<file path="config.mk">
export PLATFORM = sky130hd
export DESIGN_NAME = hamming_uart_tx
export DESIGN_NICKNAME = d
export VERILOG_FILES = /design/src/rtl/hamming_uart_pkg.sv /design/src/rtl/hamming_uart_tx_encoder.sv /design/src/rtl/hamming_uart_tx.sv
export SDC_FILE = /design/constraint.sdc
export NUM_CORES = 1
export LEC_CHECK = 0
export BUFFER_PORTS_ARGS = -buffer_cell sky130_fd_sc_hd__buf_2
export CORE_ASPECT_RATIO = 1.75
export CORE_MARGIN = 10
export CORE_UTILIZATION = 50
export DETAILED_ROUTE_END_ITERATION = 7
export GPL_TIMING_DRIVEN = 0
export PLACE_DENSITY = 0.81
export SYNTH_ARGS = -nofsm -noshare
export SYNTH_HDL_FRONTEND = slang
export SYNTH_SLANG_ARGS = --single-unit
export TNS_END_PERCENT = 30
</file>
<file path="constraint.sdc">
create_clock -name clk -period 3.75 [get_ports clk]
set_input_delay 1.125 -clock clk [delete_from_list [all_inputs] [get_ports clk]]
set_output_delay 1.125 -clock clk [all_outputs]
set_load 0.02 [all_outputs]
</file>
<file path="src/rtl/hamming_uart_pkg.sv">
// Shared definitions for the Hamming(7,4) UART transmit path: state encoding,
// codeword position map and the reference encoder function.
package hamming_uart_pkg;

  typedef enum logic [1:0] {
    ST_IDLE  = 2'd0,
    ST_START = 2'd1,
    ST_DATA  = 2'd2,
    ST_STOP  = 2'd3
  } tx_state_e;

  localparam int FRAME_DATA_BITS = 7;

  // Codeword bit index for each Hamming position (position p lives at bit p-1)
  localparam int POS_P1 = 0;
  localparam int POS_P2 = 1;
  localparam int POS_D0 = 2;
  localparam int POS_P4 = 3;
  localparam int POS_D1 = 4;
  localparam int POS_D2 = 5;
  localparam int POS_D3 = 6;

  function automatic logic [FRAME_DATA_BITS-1:0] hamming74_encode(input logic [3:0] nibble);
    logic [FRAME_DATA_BITS-1:0] code;
    code         = '0;
    code[POS_D0] = nibble[0];
    code[POS_D1] = nibble[1];
    code[POS_D2] = nibble[2];
    code[POS_D3] = nibble[3];
    code[POS_P1] = nibble[0] ^ nibble[1] ^ nibble[3];
    code[POS_P2] = nibble[0] ^ nibble[2] ^ nibble[3];
    code[POS_P4] = nibble[1] ^ nibble[2] ^ nibble[3];
    return code;
  endfunction

endpackage

</file>
<file path="src/rtl/hamming_uart_tx_encoder.sv">
// Combinational Hamming(7,4) encoder; the receiver's syndrome equals the
// position of any single flipped bit in its output.
module hamming_encoder_74
  import hamming_uart_pkg::*;
(
  input  logic [3:0]                 data_i,
  output logic [FRAME_DATA_BITS-1:0] code_o
);

  assign code_o = hamming74_encode(data_i);

endmodule

</file>
<file path="src/rtl/hamming_uart_tx.sv">
// UART transmitter for Hamming(7,4) codewords: start bit, 7 code bits LSB
// first, stop bit, with optional single-bit error injection at accept time.
module hamming_uart_tx
  import hamming_uart_pkg::*;
#(
  parameter int CLKS_PER_BIT = 16
) (
  input  logic       clk,
  input  logic       rst,
  input  logic       ena,
  input  logic [3:0] in_data,
  input  logic       in_valid,
  output logic       in_ready,
  input  logic [2:0] err_inject,
  output logic       tx,
  output logic       busy,
  output logic       done,
  output logic [1:0] state_out,
  output logic [6:0] code_out
);

  localparam int CW = (CLKS_PER_BIT > 2) ? $clog2(CLKS_PER_BIT) : 1;
  localparam logic [CW-1:0] BAUD_LAST = CW'(CLKS_PER_BIT - 1);
  localparam logic [2:0]    IDX_LAST  = 3'(FRAME_DATA_BITS - 1);

  tx_state_e                  state_q, state_d;
  logic [CW-1:0]              baud_q, baud_d;
  logic [2:0]                 idx_q, idx_d;
  logic                       tx_q, tx_d;
  logic                       done_q, done_d;
  logic [FRAME_DATA_BITS-1:0] code_q, code_d;

  logic [FRAME_DATA_BITS-1:0] enc_code;
  logic [FRAME_DATA_BITS-1:0] err_mask;
  logic                       bit_end;

  hamming_encoder_74 u_enc (
    .data_i (in_data),
    .code_o (enc_code)
  );

  // One-hot flip mask: err_inject = N selects codeword bit N-1, zero selects none
  for (genvar gi = 0; gi < FRAME_DATA_BITS; gi++) begin : g_err_mask
    assign err_mask[gi] = (err_inject == 3'(gi + 1));
  end

  assign bit_end = (baud_q == BAUD_LAST);

  always_ff @(posedge clk or posedge rst) begin
    if (rst) begin
      state_q <= ST_IDLE;
      baud_q  <= '0;
      idx_q   <= '0;
      tx_q    <= 1'b1;
      done_q  <= 1'b0;
      code_q  <= '0;
    end else if (ena) begin
      state_q <= state_d;
      baud_q  <= baud_d;
      idx_q   <= idx_d;
      tx_q    <= tx_d;
      done_q  <= done_d;
      code_q  <= code_d;
    end
  end

  always_comb begin
    state_d = state_q;
    baud_d  = baud_q;
    idx_d   = idx_q;
    tx_d    = tx_q;
    done_d  = 1'b0;
    code_d  = code_q;

    if (state_q != ST_IDLE) begin
      baud_d = bit_end ? '0 : baud_q + CW'(1);
    end

    case (state_q)
      ST_IDLE: begin
        if (in_valid) begin
          state_d = ST_START;
          baud_d  = '0;
          idx_d   = '0;
          tx_d    = 1'b0;
          code_d  = enc_code ^ err_mask;
        end
      end
      ST_START: begin
        if (bit_end) begin
          state_d = ST_DATA;
          idx_d   = '0;
          tx_d    = code_q[0];
        end
      end
      ST_DATA: begin
        if (bit_end) begin
          if (idx_q == IDX_LAST) begin
            state_d = ST_STOP;
            tx_d    = 1'b1;
          end else begin
            idx_d = idx_q + 3'd1;
            tx_d  = code_q[idx_q + 3'd1];
          end
        end
      end
      ST_STOP: begin
        if (bit_end) begin
          state_d = ST_IDLE;
          tx_d    = 1'b1;
          done_d  = 1'b1;
        end
      end
      default: state_d = ST_IDLE;
    endcase
  end

  assign in_ready  = (state_q == ST_IDLE) && !rst;
  assign busy      = (state_q != ST_IDLE);
  assign state_out = state_q;
  assign tx        = tx_q;
  assign done      = done_q;
  assign code_out  = code_q;

endmodule

</file>
==> results.py <==
metrics = {
    "run_status": {
        "outcome": "finished, final reports clean",
    },
    "finish": {
        "final_layout_size_suffix_gt1_frac": 0.245,
        "post-route-util": 0.603,
        "fin_nets": 170,
        "area_growth_pct": 17.2,
        "diodes": 0,
    },
    "timing": {
        "relSlewSlack": 0.537,
        "fin_skew_ns": 0.00125,
        "fin_crit_sh": 0.691,
        "setup-tns-final_ns": 0,
        "fmax_mhz": 386,
        "final_max_slew_viol_count": 0,
        "setup_viol_count_final": 0,
        "worst_slew_pin_slew_ns": 0.693,
        "finalHoldViolations": 0,
        "rsz0062_at_grt": "false",
        "fin_crit_ns": 2.59,
    },
    "yosys": {
        "synth_compound_area_frac": 0.171,
        "synth_ff_type": "dfrtp_1",
        "synthSimpleGateAreaFrac": 0.179,
        "synth-seq-cells": 18,
        "synth.avg_cell_area_sq_um": 9.43,
        "netlist_area_sq_mm": 0.00117,
        "muxShareOfSynthArea": 0.0545,
        "yosysWarnings": 0,
        "yosysMostFrequentCell": "dfrtp_1",
        "ys_seq_area_frac": 0.386,
        "synth_fa_ha_area_frac": 0.0749,
        "synth-edff-count": 0,
        "synth_xor_area_frac": 0.0898,
        "synth_top_area_cell": "dfrtp_1",
        "syn_nets": 142,
        "synth_top_family_by_area": "simple AND/OR/NAND/NOR gates",
        "yosysUniqueCellTypes": 39,
        "syn_inst": 124,
        "synth.area.top_cells": "dfrtp_1, ha_1, xor2_1, o21ai_0, nand2_1",
        "synthDominantCellAreaShare": 0.364,
        "async_reset_ff_frac": 1.00,
        "synth_commonest_cells": "dfrtp_1, nand2_1, inv_1, o21ai_0",
    },
    "setup_path": {
        "r2r_start": "state_out[0]",
        "cpMostUsedCell": "buf_2",
        "crit_buf_inv": 2,
        "rrSetupSlack_ns": 1.87,
        "critPathLaunchType": "primary input",
        "cp.depth": 3,
        "cp.required_ns": 2.62,
        "crit_path_cell_trace": "buf_2 > nor2_1 > buf_2",
        "critPathMaxStageDelay_ns": 0.17,
        "path_class": "primary input to output pin",
        "regToRegEndpoint": "state_out[1]",
        "cp-end-kind": "output pin",
        "crit_start": "rst",
        "crit_arrival_ns": 1.47,
        "endpoint": "in_ready",
        "reg2regPathDepth": 6,
        "crit_family": "buffers and inverters",
        "slowest_stage": "buf_2",
        "crit_path_max_fanout": 2,
    },
    "detailed_routing": {
        "route.detailed.drc": 0,
        "wire_per_inst_um": 15.3,
        "first_pass_iters": 4,
        "wl_um": 2700,
        "antenna_left": 0,
        "via_per_inst": 5.68,
        "route.vias.total": 999,
        "drt_iter0_markers": 21,
    },
    "global_route": {
        "grt-ovfl-total": 0,
        "grt_max_degree": 19,
        "antenna_found_initial": 0,
        "grt_usage": 0.123,
        "grt_pass1_vias": 1050,
        "grt_pass1_wl_um": 4750,
    },
    "cts": {
        "holdBufCountCts": 0,
        "cts_setup_buffers": 0,
        "clk_latency_ns": 0.26,
        "cts_buffers": 3,
        "cts_max_level": 1,
        "clk_pin_slew_worst_paths_ns": 0.07,
        "cts_sinks": 18,
        "cts_tree": "yes",
        "cts_resized": 0,
        "cts-root-buf": "clkbuf_8",
        "clockBufferDepth": 2,
    },
    "power": {
        "pwr_density_cell_mw_per_mm2": 732,
        "p_leak_nw": 0.641,
        "total_power_mw": 1.00,
        "max-vdd-ir-drop_mv": 0.401,
    },
    "floorplanning": {
        "pin_count": 24,
        "die_area_sq_mm": 0.00475,
        "fp.coreArea_sq_mm": 0.00227,
        "fp.dieH_um": 84.0,
        "die_w_um": 56.6,
        "rows": 23,
        "start_util": 0.515,
    },
    "min_path": {
        "hold_class": "register to register",
    },
    "placed_design": {
        "hpwl_um": 2210,
        "io_buffers": 23,
        "routabilityCongestion": 0.761,
    },
    "flow_run": {
        "cap_violations": 0,
    },
}
-- worst register-to-register path: cells and delay by family, from the launching register on --
kind	cells	cell delay [ns]
muxes	1	0.33
and+or+nand+nor	1	0.34
buffers and inverters	1	0.09
DFF	1	0.43
AOI/OAI and AO/OA	2	0.29
adders and majority gates	1	0.29
-- layer usage --
metal  vias up  share of wire  global-route usage
li1        487              -                   -
met1       478           0.33               0.114
met2        27           0.58               0.222
met3         7          0.054              0.0320
met4         0          0.034              0.0791
met5         -              0                   0
-- how the worst min path moves through the flow --
stage	startpoint	to	slack (ns)	cells after the start
finish	code_out[4]	code_out[4]	0.50	2
floorplan	baud_q[0]	baud_q[0]	0.48	1
global placement	code_out[3]	code_out[3]	0.48	2
detailed placement	code_out[4]	code_out[4]	0.49	2
CTS	code_out[4]	code_out[4]	0.50	2
global route	code_out[5]	code_out[5]	0.53	2
-- state kept, by name, indices dropped and copies added, names as in the netlist --
name	flops
state_out	2
baud_q	4
tx	1
idx_q	3
done	1
code_out	7
-- layout by cell type (no fill, tap or decap), drive strengths merged, types with 2 or more instances in the layout --
cell,Yosys,layout
a21oi,7,7
buf,1,24
clkbuf,1,5
dfrtp,17,17
ha,7,7
inv,10,10
mux2i,3,3
nand2,15,15
nand2b,2,2
nand3,5,5
nand3b,2,2
nor2,5,5
nor2b,3,3
nor3,2,2
nor3b,2,2
o21ai,13,13
o22ai,2,2
xnor2,5,5
xor2,7,7
-- cell type report --
| cell class | count | area (sq um) |
|---|---|---|
| Fill cell | 197 | 902 |
| Multi-Input combinational cell | 94 | 666 |
| Sequential cell | 18 | 452 |
| Timing Repair Buffer | 23 | 115 |
| Clock buffer | 4 | 55.1 |
| Inverter | 10 | 37.5 |
| Tap cell | 25 | 31.3 |
| Buffer | 2 | 15.0 |
-- cell families (layout without fill, tap and decap cells) --
family          count (synthesis)  after routing
buf+inv                        12             39
mux                             5              5
xor+xnor                       12             12
flops                          18             18
compound gates                 31             31
fa+ha+maj                       7              7
simple gates                   39             39
-- power breakdown --
group	internal, mW	leakage (nW)	total, mW	switching (mW)
Sequential	0.274	0.224	0.350	0.0760
Combinational	0.200	0.389	0.491	0.292
Clock	0.0936	0.0288	0.162	0.0688
Total	0.567	0.641	1.00	0.437
-- per-stage QoR --
step	std cells	setup slack (ns)	cell area, sq um	hold slack (ns)
after CTS	176	1.16	1370	0.502
after floorplan	124	1.22	1170	0.478
after global routing	176	1.08	1370	0.526
after detailed placement	172	1.16	1320	0.487
after global placement	172	1.17	1320	0.481
final	176	1.16	1370	0.502
Power figures use the tool's default switching activity.
